===== src/rtl/rip_alu_arb_if.sv =====
// Requester/ALU bus of the shared-ALU arbiter: issue, ALU drive and per-requester response.
interface rip_alu_arb_if #(
   parameter int NREQ  = 2,
   parameter int INSTW = 8
);
   logic                        flush;
   logic [NREQ-1:0]             req_valid;
   logic [NREQ-1:0]             req_ready;
   logic [NREQ-1:0][INSTW-1:0]  req_inst;
   logic [NREQ-1:0][31:0]       req_rs1;
   logic [NREQ-1:0][31:0]       req_rs2;
   logic [NREQ-1:0][31:0]       req_pc;
   logic [NREQ-1:0][31:0]       req_imm;
   logic [INSTW-1:0]            alu_inst;
   logic [31:0]                 alu_rs1;
   logic [31:0]                 alu_rs2;
   logic [31:0]                 alu_pc;
   logic [31:0]                 alu_imm;
   logic [31:0]                 alu_rslt;
   logic [NREQ-1:0]             rsp_valid;
   logic [NREQ-1:0]             rsp_ready;
   logic [NREQ-1:0][31:0]       rsp_data;

   modport slave (
      input  flush, req_valid, req_inst, req_rs1, req_rs2, req_pc, req_imm,
      input  alu_rslt, rsp_ready,
      output req_ready, alu_inst, alu_rs1, alu_rs2, alu_pc, alu_imm,
      output rsp_valid, rsp_data
   );

   modport master (
      output flush, req_valid, req_inst, req_rs1, req_rs2, req_pc, req_imm,
      output alu_rslt, rsp_ready,
      input  req_ready, alu_inst, alu_rs1, alu_rs2, alu_pc, alu_imm,
      input  rsp_valid, rsp_data
   );
endinterface


===== src/rtl/rip_alu_arb.sv =====
// Round-robin sharing of one registered-result ALU between NREQ requesters,
// with one outstanding op and a one-deep result buffer per requester.
module rip_alu_arb_lane (
   input  logic        clk,
   input  logic        rst_n,
   input  logic        flush_i,
   input  logic        grant_i,
   input  logic        cap_i,
   input  logic [31:0] rslt_i,
   input  logic        rsp_ready_i,
   output logic        busy_o,
   output logic        rsp_valid_o,
   output logic [31:0] rsp_data_o
);
   logic        busy_q, busy_d;
   logic        rsp_valid_q, rsp_valid_d;
   logic [31:0] rsp_data_q, rsp_data_d;
   logic        hs;

   always_comb begin
      hs          = rsp_valid_q & rsp_ready_i;
      busy_d      = busy_q;
      rsp_valid_d = rsp_valid_q;
      rsp_data_d  = rsp_data_q;
      if (flush_i) begin
         busy_d      = 1'b0;
         rsp_valid_d = 1'b0;
      end else begin
         if (hs) begin
            busy_d      = 1'b0;
            rsp_valid_d = 1'b0;
         end
         // capture outranks a same-edge handshake; the op stays owned
         if (cap_i) begin
            busy_d      = 1'b1;
            rsp_valid_d = 1'b1;
            rsp_data_d  = rslt_i;
         end
         if (grant_i) busy_d = 1'b1;
      end
   end

   always_ff @(posedge clk or negedge rst_n) begin
      if (!rst_n) begin
         busy_q      <= 1'b0;
         rsp_valid_q <= 1'b0;
         rsp_data_q  <= 32'h0;
      end else begin
         busy_q      <= busy_d;
         rsp_valid_q <= rsp_valid_d;
         rsp_data_q  <= rsp_data_d;
      end
   end

   assign busy_o      = busy_q;
   assign rsp_valid_o = rsp_valid_q;
   assign rsp_data_o  = rsp_data_q;
endmodule

module rip_alu_arb #(
   parameter int NREQ  = 2,
   parameter int INSTW = 8,
   parameter int IDW   = (NREQ > 1) ? $clog2(NREQ) : 1
) (
   input  logic          clk,
   input  logic          rst_n,
   rip_alu_arb_if.slave  bus
);
   logic [NREQ-1:0]       busy, elig, grant;
   logic [NREQ-1:0]       rsp_valid;
   logic [NREQ-1:0][31:0] rsp_data;
   logic [IDW-1:0]        gnt_id;
   logic                  gnt_any;
   logic [IDW-1:0]        rr_ptr_q, rr_ptr_d;
   logic [IDW-1:0]        inflight_id_q, inflight_id_d;
   logic                  inflight_v_q, inflight_v_d;
   int                    idx;

   // a busy requester regains eligibility in the cycle it accepts its result
   always_comb begin
      elig = bus.req_valid & (~busy | (rsp_valid & bus.rsp_ready)) & {NREQ{~bus.flush}};
   end

   always_comb begin
      grant   = '0;
      gnt_id  = '0;
      gnt_any = 1'b0;
      idx     = 0;
      for (int k = 0; k < NREQ; k++) begin
         idx = int'(rr_ptr_q) + k;
         if (idx >= NREQ) idx = idx - NREQ;
         if (!gnt_any && elig[IDW'(idx)]) begin
            gnt_any             = 1'b1;
            gnt_id              = IDW'(idx);
            grant[IDW'(idx)]    = 1'b1;
         end
      end
   end

   always_comb begin
      rr_ptr_d      = rr_ptr_q;
      inflight_v_d  = gnt_any;
      inflight_id_d = inflight_id_q;
      if (gnt_any) begin
         rr_ptr_d      = (int'(gnt_id) == NREQ - 1) ? '0 : gnt_id + IDW'(1);
         inflight_id_d = gnt_id;
      end
   end

   always_ff @(posedge clk or negedge rst_n) begin
      if (!rst_n) begin
         rr_ptr_q      <= '0;
         inflight_v_q  <= 1'b0;
         inflight_id_q <= '0;
      end else begin
         rr_ptr_q      <= rr_ptr_d;
         inflight_v_q  <= inflight_v_d;
         inflight_id_q <= inflight_id_d;
      end
   end

   // idle cycles present a zero instruction so the ALU computes 0
   always_comb begin
      bus.alu_inst = '0;
      bus.alu_rs1  = 32'h0;
      bus.alu_rs2  = 32'h0;
      bus.alu_pc   = 32'h0;
      bus.alu_imm  = 32'h0;
      for (int i = 0; i < NREQ; i++) begin
         if (grant[i]) begin
            bus.alu_inst = bus.req_inst[i];
            bus.alu_rs1  = bus.req_rs1[i];
            bus.alu_rs2  = bus.req_rs2[i];
            bus.alu_pc   = bus.req_pc[i];
            bus.alu_imm  = bus.req_imm[i];
         end
      end
   end

   for (genvar i = 0; i < NREQ; i++) begin : g_lane
      rip_alu_arb_lane u_lane (
         .clk         (clk),
         .rst_n       (rst_n),
         .flush_i     (bus.flush),
         .grant_i     (grant[i]),
         .cap_i       (inflight_v_q && (inflight_id_q == IDW'(i))),
         .rslt_i      (bus.alu_rslt),
         .rsp_ready_i (bus.rsp_ready[i]),
         .busy_o      (busy[i]),
         .rsp_valid_o (rsp_valid[i]),
         .rsp_data_o  (rsp_data[i])
      );
   end

   assign bus.req_ready = grant;
   assign bus.rsp_valid = rsp_valid;
   assign bus.rsp_data  = rsp_data;
endmodule


===== src/flat_wrapper.sv =====
// flat-port wrapper written by rule: the top's interface ports become plain ports
module rip_alu_arb_flat 
#(
   parameter int NREQ  = 2,
   parameter int INSTW = 8,
   parameter int IDW   = (NREQ > 1) ? $clog2(NREQ) : 1
)
  (clk, rst_n, bus_flush, bus_req_valid, bus_req_inst, bus_req_rs1, bus_req_rs2, bus_req_pc, bus_req_imm, bus_alu_rslt, bus_rsp_ready, bus_req_ready, bus_alu_inst, bus_alu_rs1, bus_alu_rs2, bus_alu_pc, bus_alu_imm, bus_rsp_valid, bus_rsp_data);
  rip_alu_arb_if #(.NREQ(NREQ), .INSTW(INSTW)) bus_i ();
  input  logic clk;
  input  logic rst_n;
  input wire logic [$bits(bus_i.flush)-1:0] bus_flush;
  input wire logic [$bits(bus_i.req_valid)-1:0] bus_req_valid;
  input wire logic [$bits(bus_i.req_inst)-1:0] bus_req_inst;
  input wire logic [$bits(bus_i.req_rs1)-1:0] bus_req_rs1;
  input wire logic [$bits(bus_i.req_rs2)-1:0] bus_req_rs2;
  input wire logic [$bits(bus_i.req_pc)-1:0] bus_req_pc;
  input wire logic [$bits(bus_i.req_imm)-1:0] bus_req_imm;
  input wire logic [$bits(bus_i.alu_rslt)-1:0] bus_alu_rslt;
  input wire logic [$bits(bus_i.rsp_ready)-1:0] bus_rsp_ready;
  output wire logic [$bits(bus_i.req_ready)-1:0] bus_req_ready;
  output wire logic [$bits(bus_i.alu_inst)-1:0] bus_alu_inst;
  output wire logic [$bits(bus_i.alu_rs1)-1:0] bus_alu_rs1;
  output wire logic [$bits(bus_i.alu_rs2)-1:0] bus_alu_rs2;
  output wire logic [$bits(bus_i.alu_pc)-1:0] bus_alu_pc;
  output wire logic [$bits(bus_i.alu_imm)-1:0] bus_alu_imm;
  output wire logic [$bits(bus_i.rsp_valid)-1:0] bus_rsp_valid;
  output wire logic [$bits(bus_i.rsp_data)-1:0] bus_rsp_data;
  assign bus_i.flush = bus_flush;
  assign bus_i.req_valid = bus_req_valid;
  assign bus_i.req_inst = bus_req_inst;
  assign bus_i.req_rs1 = bus_req_rs1;
  assign bus_i.req_rs2 = bus_req_rs2;
  assign bus_i.req_pc = bus_req_pc;
  assign bus_i.req_imm = bus_req_imm;
  assign bus_i.alu_rslt = bus_alu_rslt;
  assign bus_i.rsp_ready = bus_rsp_ready;
  assign bus_req_ready = bus_i.req_ready;
  assign bus_alu_inst = bus_i.alu_inst;
  assign bus_alu_rs1 = bus_i.alu_rs1;
  assign bus_alu_rs2 = bus_i.alu_rs2;
  assign bus_alu_pc = bus_i.alu_pc;
  assign bus_alu_imm = bus_i.alu_imm;
  assign bus_rsp_valid = bus_i.rsp_valid;
  assign bus_rsp_data = bus_i.rsp_data;
  rip_alu_arb #(.NREQ(NREQ), .INSTW(INSTW), .IDW(IDW)) u_core (.clk(clk), .rst_n(rst_n), .bus(bus_i));
endmodule

===== config.mk =====
export PLATFORM = sky130hd
export DESIGN_NAME = rip_alu_arb_flat
export DESIGN_NICKNAME = d
export VERILOG_FILES = /design/src/rtl/rip_alu_arb_if.sv /design/src/rtl/rip_alu_arb.sv /design/src/flat_wrapper.sv
export SDC_FILE = /design/constraint.sdc
export NUM_CORES = 1
export LEC_CHECK = 0
export ABC_CLOCK_PERIOD_IN_PS = 5200
export CAP_MARGIN = 0
export CORE_AREA = 2 2 199 201
export DETAILED_ROUTE_END_ITERATION = 8
export DIE_AREA = 0 0 201 203
export PLACE_DENSITY_LB_ADDON = 0.2
export SETUP_SLACK_MARGIN = 0.15
export SYNTH_ARGS = -nofsm -noshare
export SYNTH_HDL_FRONTEND = slang
export SYNTH_SLANG_ARGS = --single-unit

===== constraint.sdc =====
create_clock -name clk -period 5.2 [get_ports clk]
set_clock_uncertainty 0.2 [all_clocks]
set_input_delay 1.04 -clock clk [delete_from_list [all_inputs] [get_ports clk]]
set_output_delay 1.04 -clock clk [all_outputs]
set_load 0.005 [all_outputs]

==> flow_summary_export.csv, run 1 <==
group,metric,value,unit
routing,drc,0,
clock_network,cts_buffers,9,
final_layout,final_area,8259,um^2
synthesis,yosys-top-cells-count,"and2_1 (136), dfrtp_1 (70), mux2_2 (63)",
clock_network,path_clk_slew,0.06,ns
clock_network,cts_sinks,70,
clock_network,cts_setup_buffers,0,
synthesis,synth.avg_cell_area,11.71,um^2
power_and_ir_drop,peakVddDrop,239.6,uV
synthesis,synth-edff-count,0,
sta,rsz0062_at_grt,"false",
sta,tightest_slew,0.9666,ns
critical_path,critPathSlowestCell,"clkdlybuf4s50_1",
synthesis,yosysSeqAreaShare,0.4824,
critical_path,crit_required,3.96,ns
synthesis,yosysMostFrequentCell,"and2_1",
die,pin_count,515,
synthesis,synth_cell_types,20,
clock_network,htreeDepth,3,
synthesis,netlist_area,3631,um^2
global_route,grt_max_degree,83,
sta,fin_crit,4.344,ns
power_and_ir_drop,combPwrFrac,0.457,
synthesis,synth-main-ff-cell,"dfrtp_1",
placement,numPortBuffers,376,
clock_network,ctsResizeCount,0,
routing,wirelength,21.81,mm
critical_path,startpoint,"bus_rsp_ready[0]",
sta,hold-worst-slack,0.2875,ns
clock_network,cts_hold_buf,0,
critical_path,reg2reg_depth,3,
synthesis,yosys-top-cells-area,"dfrtp_1 (48%), and2_1 (23%), mux2_2 (20%), buf_6 (1.9%), clkbuf_2 (1.5%)",
placement,dpl-instance-area,7925,um^2
critical_path,arrival,3.10,ns
placement,place.gp.congestion,0.8664,
die,core_area,38470,um^2
critical_path,reg2reg_setup_slack,3.35,ns
critical_path,endpoint_kind,"output port",
power_and_ir_drop,leakage,3.179,nW
clock_network,clock_path_buffers,2,
flow_run,maxCapViolCount,0,
power_and_ir_drop,switchingPower,0.8166,mW
clock_network,clkLatencyLatePin,0.33,ns
power_and_ir_drop,power.internal,2.176,mW
global_route,grt_usage,0.1043,
routing,vias,3753,
die,die_w,201,um
routing,vias_per_cell,3.117,
global_route,first_global_vias,4004,
final_layout,finalCoreUtilization,0.2147,
synthesis,synth_nets,621,
global_route,overflow,0,
critical_path,crit_top_cell,"clkdlybuf4s50_1",
clock_network,cts_tree,"done",
synthesis,ys_warn_count,0,
synthesis,synth_cells,310,
power_and_ir_drop,clkPwrFrac,0.228,
routing,dr.first_iter.drc_count,91,
sta,max_slew_margin,0.3556,
synthesis,yosys.area.top_type,"dfrtp_1",
synthesis,synth_top_area_share,0.4824,
synthesis,synth-seq-cells,70,
sta,hold_violations,0,
die,die_h,203,um
final_layout,layout.nets,988,
die,die_area,40800,um^2
sta,slew_viol_final,0,
die,core.rowCount,72,
critical_path,critPathMaxFanout,82,
critical_path,worst_setup_path_endpoint,"bus_alu_imm[7]",
routing,drt-pass1-iter-count,6,
sta,max_freq,0.2302,GHz
global_route,antenna_found_initial,6,
power_and_ir_drop,pwr-share-seq,0.315,
status,status,"complete, no violations",
global_route,grt_pass1_wl,30.33,mm
placement,place_hpwl,18.42,mm
sta,finalSetupTns,0,ns
worst_hold_path,hp-class,"flop to flop",
synthesis,async_flop_share,1.000,
final_layout,synthToLayoutAreaGrowth,127.5,%
critical_path,critPathMaxStageDelay,0.52,ns
critical_path,cp-start-kind,"primary input",
critical_path,path_cells,"clkdlybuf4s50_1, a21boi_2, nor4b_4, buf_12, and2_1, clkdlybuf4s50_1",
clock_network,cts_root_buffer,"clkbuf_16",
routing,post_drt_wl_per_cell,18.12,um
die,initial_utilization,0.09439,
critical_path,r2r-start,"u_core.inflight_id_q$_DFFE_PN0N_",
power_and_ir_drop,p_per_area,362.4,nW/um^2
critical_path,crit_type,"primary input to output port",
sta,fin_crit_sh,0.8354,
sta,setup_violations,0,
critical_path,timing.rr.end,"u_core.g_lane[1].u_lane.rsp_data_o[29]$_DFFE_PN0P_",
final_layout,drive_above_1_share,0.1290,
routing,ant_nets,0,
power_and_ir_drop,netSwitchingFraction,0.2729,
through the flow:
| step | setup WS, ns | total power, mW | instances |
|---|---|---|---|
| final | 0.8561 | 2.993 | 1204 |
| after global placement | 0.8080 | 2.348 | 1184 |
| after detailed placement | 0.8269 | 2.344 | 1184 |
| after global routing | 0.7608 | 3.195 | 1203 |
| after CTS | 0.8239 | 3.066 | 1200 |
| after floorplan | 2.149 | 1.362 | 310 |
power groups by stage:
| stage | combinational [mW] | clock (mW) | sequential [mW] |
|---|---|---|---|
| after floorplan | 0.399 | 0 | 0.963 |
| after global placement | 1.41 | 0 | 0.941 |
| after detailed placement | 1.40 | 0 | 0.947 |
| after CTS | 1.40 | 0.717 | 0.945 |
| after global routing | 1.47 | 0.740 | 0.981 |
| final | 1.37 | 0.682 | 0.943 |
cell usage in the layout (no fill, tap or decap):
cell	count
mux2_2	63
a21boi_2	1
clkbuf_8	1
nand2_1	2
inv_1	1
and2_1	136
conb_1	1
inv_6	1
clkdlybuf4s50_1	375
clkinvlp_4	1
dfrtp_1	70
mux2_1	2
clkbuf_16	9
nor4b_4	1
nor3b_4	1
a21o_1	1
clkinv_2	1
nor3b_1	1
nor2_1	2
diode_2	4
bufinv_16	2
nand3_2	1
xor2_1	1
a211o_1	1
buf_12	2
clkbuf_1	1
buf_4	4
flip-flops by register name, indices dropped and copies added (netlist names):
name / count
u_core.g_lane.u_lane.rsp_valid_o: 2
u_core.inflight_v_q: 1
u_core.g_lane.u_lane.rsp_data_o: 64
u_core.g_lane.u_lane.busy_o: 1
u_core.rr_ptr_q: 1
u_core.inflight_id_q: 1
critical path, delay by kind of cell:
family	cells	cell delay (ns)
simple gates	2	0.60
buf+inv	3	1.31
compound gates	1	0.10
layout make-up:
class                   count  area (um^2)
diodes                      4        10.01
inverters                   1        3.754
clock buffers              11        242.7
multi-input cells         214         1698
fillers                  4232        30210
well taps                 518        648.1
clock inverters             5        81.33
flip-flops and latches     70         1752
repair buffers            381         3824
cell families after synthesis:
logic type      count (synthesis)  share of synthesized area
simple gates                  144                     0.2550
flops                          70                     0.4824
mux                            65                     0.2016
buf+inv                        26                    0.04996
compound gates                  3                   0.007582
xor+xnor                        1                   0.002413
other cells                     1                   0.001033
worst min-delay path by stage:
stage / end / from / depth (start not counted) / slack [ns]
floorplan: u_core.g_lane[1].u_lane.rsp_valid_o$_DFFE_PN0P_ / u_core.g_lane[1].u_lane.rsp_valid_o$_DFFE_PN0P_ / 2 / 0.25
global placement: u_core.g_lane[0].u_lane.rsp_data_o[6]$_DFFE_PN0P_ / u_core.g_lane[0].u_lane.rsp_data_o[6]$_DFFE_PN0P_ / 1 / 0.27
detailed placement: u_core.g_lane[0].u_lane.rsp_data_o[6]$_DFFE_PN0P_ / u_core.g_lane[0].u_lane.rsp_data_o[6]$_DFFE_PN0P_ / 1 / 0.28
CTS: u_core.g_lane[0].u_lane.rsp_data_o[6]$_DFFE_PN0P_ / u_core.g_lane[0].u_lane.rsp_data_o[6]$_DFFE_PN0P_ / 1 / 0.29
global route: u_core.g_lane[0].u_lane.rsp_data_o[6]$_DFFE_PN0P_ / u_core.g_lane[0].u_lane.rsp_data_o[6]$_DFFE_PN0P_ / 1 / 0.31
finish: u_core.g_lane[0].u_lane.rsp_data_o[6]$_DFFE_PN0P_ / u_core.g_lane[0].u_lane.rsp_data_o[6]$_DFFE_PN0P_ / 1 / 0.29
routing by layer:
layer,vias up,track usage,share of wire
met3,19,0.03740,0.088
met4,0,0.03122,0.018
li1,1733,-,-
met2,223,0.2001,0.54
met1,1778,0.1050,0.36
met5,-,0,0
(Power assumes the default switching activity.)
==> run 2: changes to the inputs <==
--- a/config.mk
+++ b/config.mk
@@ -5,11 +5,11 @@
 export SDC_FILE = /design/constraint.sdc
 export NUM_CORES = 1
 export LEC_CHECK = 0
-export ABC_CLOCK_PERIOD_IN_PS = 5200
+export ABC_CLOCK_PERIOD_IN_PS = 4180
 export CAP_MARGIN = 0
-export CORE_AREA = 2 2 199 201
+export CORE_AREA = 2 2 201 203
 export DETAILED_ROUTE_END_ITERATION = 8
-export DIE_AREA = 0 0 201 203
+export DIE_AREA = 0 0 203 205
 export PLACE_DENSITY_LB_ADDON = 0.2
 export SETUP_SLACK_MARGIN = 0.15
 export SYNTH_ARGS = -nofsm -noshare
==> constraint.sdc (replaced) <==
create_clock -name clk -period 4.18 [get_ports clk]
set_clock_uncertainty 0.2 [all_clocks]
set_input_delay 0.836 -clock clk [delete_from_list [all_inputs] [get_ports clk]]
set_output_delay 0.836 -clock clk [all_outputs]
set_load 0.005 [all_outputs]
==> run 2 against run 1 <==
Against the previous run: first-iteration DRC count decreased by 40%; final cell count up 1.2%; sequential power increased by 24%; combinational power up 24%; die area is 2.0% higher; largest power group unchanged; highest routed layer is now met5; via count rose by 2.2%.
==> flow_summary_export.csv, run 2 (same netlist as run 1, synthesis figures left out) <==
group,metric,value,unit
status,status,"complete, no violations",
global_route,grt_usage,0.09888,
critical_path,arrival,2.94,ns
global_route,antenna_found_initial,15,
critical_path,crit_required,3.14,ns
clock_network,cts_root_buffer,"clkbuf_16",
routing,vias_per_cell,3.148,
power_and_ir_drop,switchingPower,1.001,mW
die,core_area,39370,um^2
clock_network,cts_tree,"done",
sta,setup_violations,0,
final_layout,largest_reg_flops,64,
worst_hold_path,hp-class,"flop to flop",
global_route,first_global_vias,3981,
final_layout,layout.nets,995,
final_layout,final_cell_mix,"clkdlybuf4s50_1 (374), and2_1 (136), dfrtp_1 (70)",
global_route,use_met1,0.08307,
sta,hold_violations,0,
sta,tightest_slew,0.9851,ns
die,die_w,203,um
power_and_ir_drop,power.internal,2.676,mW
power_and_ir_drop,p_per_area,439.5,nW/um^2
sta,max_freq,0.2513,GHz
die,core.rowCount,73,
die,die_area,41620,um^2
power_and_ir_drop,netSwitchingFraction,0.2722,
critical_path,critPathMaxFanout,41,
clock_network,cts_hold_buf,0,
final_layout,final_area,8366,um^2
clock_network,path_clk_slew,0.06,ns
critical_path,crit_type,"primary input to output port",
worst_hold_path,hold_depth,1,
die,initial_utilization,0.09224,
power_and_ir_drop,leakage,3.236,nW
clock_network,htreeDepth,3,
global_route,overflow,0,
global_route,use_met3,0.03802,
power_and_ir_drop,clkPwrFrac,0.219,
global_route,grt_max_degree,71,
clock_network,cts_buffers,9,
routing,ant_nets,0,
power_and_ir_drop,peakVddDrop,246.8,uV
sta,slew_viol_final,0,
sta,rsz0062_at_grt,"true",
routing,drc,0,
power_and_ir_drop,combPwrFrac,0.463,
critical_path,cp-start-kind,"primary input",
critical_path,endpoint_kind,"output port",
power_and_ir_drop,finalPower,3.676,mW
routing,drt-pass1-iter-count,4,
sta,finalSetupTns,0,ns
placement,place_hpwl,18.24,mm
die,pin_count,515,
die,die_h,205,um
sta,hold-worst-slack,0.2937,ns
placement,numPortBuffers,376,
critical_path,reg2reg_depth,3,
clock_network,clkLatencyLatePin,0.34,ns
global_route,top_usage_layer,"met2",
final_layout,final_common_cell,"clkdlybuf4s50_1",
routing,post_drt_wl_per_cell,17.71,um
placement,dpl-instance-area,7961,um^2
global_route,grt.met2_usage,0.2077,
sta,max_slew_margin,0.3433,
flow_run,maxCapViolCount,0,
final_layout,drive_above_1_share,0.1393,
final_layout,synthToLayoutAreaGrowth,130.4,%
routing,wirelength,21.59,mm
clock_network,clock_path_buffers,2,
sta,fin_crit_sh,0.9519,
placement,place.gp.congestion,0.7541,
global_route,grt_pass1_wl,29.01,mm
routing,dr.first_iter.drc_count,55,
power_and_ir_drop,pwr-share-seq,0.319,
sta,fin_crit,3.979,ns
routing,vias,3837,
clock_network,cts_sinks,70,
-- run 2: cell count changes in the layout (fill, tap and decap cells not counted) --
cell and delta:
buf_4 +4, clkbuf_16 +2, clkinvlp_4 +2, buf_16 +1, bufinv_16 -1, clkbuf_1 -1
clkdlybuf4s50_1 -1, clkinv_2 -1, clkinv_4 +1, diode_2 +1, dlymetal6s2s_1 +1
-- run 2: worst paths after layout --
kind / slack, ns / from / end
setup / recovery: 0.20 / bus_rsp_ready[0] / bus_alu_imm[11]
hold / removal: 0.29 / u_core.g_lane[0].u_lane.rsp_data_o[7]$_DFFE_PN0P_ / u_core.g_lane[0].u_lane.rsp_data_o[7]$_DFFE_PN0P_
setup reg to reg: 2.33 / u_core.inflight_id_q$_DFFE_PN0N_ / u_core.g_lane[1].u_lane.rsp_data_o[12]$_DFFE_PN0P_
hold reg to reg: 0.29 / u_core.g_lane[0].u_lane.rsp_data_o[7]$_DFFE_PN0P_ / u_core.g_lane[0].u_lane.rsp_data_o[7]$_DFFE_PN0P_
max in group asynchronous: 2.69 / rst_n / u_core.g_lane[0].u_lane.rsp_data_o[8]$_DFFE_PN0P_
min in group asynchronous: 0.43 / rst_n / u_core.g_lane[0].u_lane.rsp_data_o[15]$_DFFE_PN0P_
-- run 2: cell type report --
type	instances	area, um^2
fillers	4290	31000
inverters	1	3.754
multi-input cells	214	1698
flip-flops and latches	70	1752
repair buffers	388	3934
clock buffers	10	239.0
well taps	525	656.9
diodes	5	12.51
clock inverters	6	70.07
-- run 2: critical path, cell delays in order --
cell and delay, ns:
clkdlybuf4s50_1 0.50, a21boi_2 0.09, nor4b_4 0.41, buf_12 0.19, buf_12 0.17, and2_1 0.21, clkdlybuf4s50_1 0.52
-- run 2: repair_timing --
item | 4_1_cts | 5_1_grt
resized for setup | 0 | 2
setup buffers | 0 | 3
setup endpoints to repair | 0 | 40
-- run 2: metal layers --
metal | part of all wire | up-vias
met2 | 0.58 | 240
li1 | - | 1747
met3 | 0.095 | 38
met4 | 0.022 | 2
met1 | 0.31 | 1810
met5 | 0.00032 | -
-- run 2: power by group through the flow --
stage | logic (mW) | clock network [mW] | registers, mW
after floorplan | 0.497 | 0 | 1.20
final | 1.70 | 0.803 | 1.17
after detailed placement | 1.71 | 0 | 1.18
after global routing | 1.84 | 0.867 | 1.22
after CTS | 1.72 | 0.845 | 1.18
after global placement | 1.72 | 0 | 1.17
-- run 2: metrics by stage --
step	std cells	util	worst slack [ns]
final	1219	0.2125	0.2009
after floorplan	310	-	1.537
after global routing	1215	0.2122	0.08920
after global placement	1193	0.2022	0.1830
after CTS	1209	0.2101	0.1864
after detailed placement	1193	0.2022	0.1937
==> run 3: changes to the inputs <==
--- a/config.mk
+++ b/config.mk
@@ -5,11 +5,12 @@
 export SDC_FILE = /design/constraint.sdc
 export NUM_CORES = 1
 export LEC_CHECK = 0
-export ABC_CLOCK_PERIOD_IN_PS = 4180
 export CAP_MARGIN = 0
 export CORE_AREA = 2 2 201 203
+export CTS_CLUSTER_DIAMETER = 100
 export DETAILED_ROUTE_END_ITERATION = 8
 export DIE_AREA = 0 0 203 205
+export GPL_TIMING_DRIVEN = 0
 export PLACE_DENSITY_LB_ADDON = 0.2
 export SETUP_SLACK_MARGIN = 0.15
 export SYNTH_ARGS = -nofsm -noshare
==> run 3 against run 2 <==
Against the previous run: final area increased by 0.67%; final cell count up 1.1%; critical path type unchanged; largest cell class unchanged; die area stayed put; non-clock buffer count is 14 higher; sequential power about the same; count of clock-buffer cells in the layout is 1 lower; critical endpoint is now bus_alu_rs2[13]; total power rose by 2.1%; routed wire length grew 1.1%.
==> flow_summary_export.csv, run 3 (same netlist as run 1, synthesis figures left out) <==
group,metric,value,unit
status,status,"complete, no violations",
sta,tightest_slew,0.5769,ns
final_layout,fill_cells,4295,
final_layout,ff_latch_area,1752,um^2
routing,drc,0,
clock_network,htreeDepth,3,
final_layout,multi_input_area,1698,um^2
sta,fin_crit,3.911,ns
routing,ant_nets,0,
flow_run,maxCapViolCount,0,
die,initial_utilization,0.09224,
final_layout,final_area,8422,um^2
final_layout,final_common_cell,"clkdlybuf4s50_1",
routing,post_drt_wl_per_cell,17.72,um
power_and_ir_drop,p_per_area,445.5,nW/um^2
clock_network,clkLatencyLatePin,0.33,ns
global_route,antenna_found_initial,13,
final_layout,layout.nets,1009,
die,pin_count,515,
routing,vias,3812,
clock_network,clock_path_buffers,2,
global_route,first_global_vias,4057,
clock_network,path_clk_slew,0.06,ns
power_and_ir_drop,leakage,3.317,nW
global_route,grt_pass1_wl,29.72,mm
critical_path,cp-start-kind,"primary input",
critical_path,endpoint_kind,"output port",
final_layout,largest_reg_flops,64,
routing,wirelength,21.83,mm
final_layout,synthToLayoutAreaGrowth,131.9,%
placement,dpl-instance-area,8069,um^2
sta,finalSetupTns,0,ns
sta,slew_viol_final,0,
critical_path,startpoint,"bus_rsp_ready[0]",
final_layout,drive_above_1_share,0.1553,
die,die_h,205,um
critical_path,crit_required,3.14,ns
placement,place.gp.congestion,0.8103,
sta,rsz0062_at_grt,"true",
sta,max_slew_margin,0.6150,
sta,fin_crit_sh,0.9357,
final_layout,final_cell_mix,"clkdlybuf4s50_1 (372), and2_1 (136), dfrtp_1 (70)",
sta,hold_violations,0,
clock_network,cts_buffers,9,
clock_network,cts_sinks,70,
die,core_area,39370,um^2
die,die_w,203,um
critical_path,arrival,2.88,ns
sta,max_freq,0.2557,GHz
routing,vias_per_cell,3.094,
global_route,grt_max_degree,37,
critical_path,crit_type,"primary input to output port",
die,core.rowCount,73,
placement,numPortBuffers,376,
critical_path,critPathMaxFanout,10,
critical_path,r2r-start,"u_core.inflight_id_q$_DFFE_PN0N_",
global_route,grt_usage,0.1013,
routing,dr.first_iter.drc_count,85,
die,die_area,41620,um^2
clock_network,cts_tree,"done",
power_and_ir_drop,peakVddDrop,264.3,uV
global_route,overflow,0,
placement,place_hpwl,19.29,mm
clock_network,cts_root_buffer,"clkbuf_16",
sta,setup_violations,0,
routing,drt-pass1-iter-count,4,
worst_hold_path,hp-class,"primary input to async pin",
[run 3: timing repair]
item | in CTS | in global routing
resized for setup | 2 | 3
setup endpoints to repair | 85 | 63
endpoints found under the hold margin | 0 | 0
buffers inserted | 0 | 0
hold buffers | 0 | 0
[run 3: where the power goes]
| part | total [mW] | leakage (nW) | switching [mW] | internal [mW] |
|---|---|---|---|---|
| Clock | 0.878 | 0.162 | 0.299 | 0.579 |
| Sequential | 1.17 | 0.851 | 0.168 | 1.00 |
| Combinational | 1.70 | 2.30 | 0.521 | 1.18 |
| Total | 3.75 | 3.32 | 0.988 | 2.76 |
[run 3: area by class of cell]
| cell class | instances | area share |
|---|---|---|
| multi-input combinational | 214 | 0.2016 |
| timing repair buffer | 377 | 0.4490 |
| tap | 525 | 0.07800 |
| sequential | 70 | 0.2080 |
| buffer | 25 | 0.02154 |
| clock buffer | 9 | 0.02674 |
| inverter | 1 | 0.0004457 |
| antenna | 5 | 0.001486 |
| clock inverter | 6 | 0.01322 |
[run 3: critical path: stages]
cell,delay [ns]
clkdlybuf4s50_1,0.49
a21boi_2,0.09
nor4b_4,0.30
buf_6,0.21
clkbuf_2,0.18
and2_1,0.20
clkdlybuf4s50_1,0.57
[run 3: worst paths after layout]
| check | to | slack, ns | depth (start not counted) |
|---|---|---|---|
| max | bus_alu_rs2[13] | 0.27 | 7 |
| max in group asynchronous | u_core.g_lane[0].u_lane.rsp_data_o[10]$_DFFE_PN0P_ | 2.96 | 2 |
| min reg2reg | u_core.g_lane[0].u_lane.rsp_data_o[7]$_DFFE_PN0P_ | 0.29 | 1 |
| min in group clk | u_core.g_lane[0].u_lane.rsp_data_o[7]$_DFFE_PN0P_ | 0.29 | 1 |
| min | u_core.g_lane[1].u_lane.rsp_data_o[21]$_DFFE_PN0P_ | 0.25 | 1 |
| max reg2reg | u_core.g_lane[0].u_lane.rsp_data_o[19]$_DFFE_PN0P_ | 2.29 | 3 |
[run 3: metal layers]
metal | global-route usage | routed length (um)
met2 | 0.2068 | 12470
met4 | 0.03545 | 501
met3 | 0.04263 | 2308
met5 | 0 | 7
met1 | 0.08599 | 6538
[run 3: per-stage QoR]
step | total power [mW] | instances | hold slack (ns) | util | setup WS (ns)
floorplan | 1.694 | 310 | 0.2466 | - | 1.537
global placement | 2.923 | 1211 | 0.2641 | 0.2045 | -0.8571
detailed placement | 2.922 | 1212 | 0.2780 | 0.2050 | -0.05942
CTS | 3.846 | 1227 | 0.2529 | 0.2135 | 0.1553
global route | 4.005 | 1230 | 0.2791 | 0.2138 | 0.1127
finish | 3.752 | 1232 | 0.2463 | 0.2139 | 0.2688
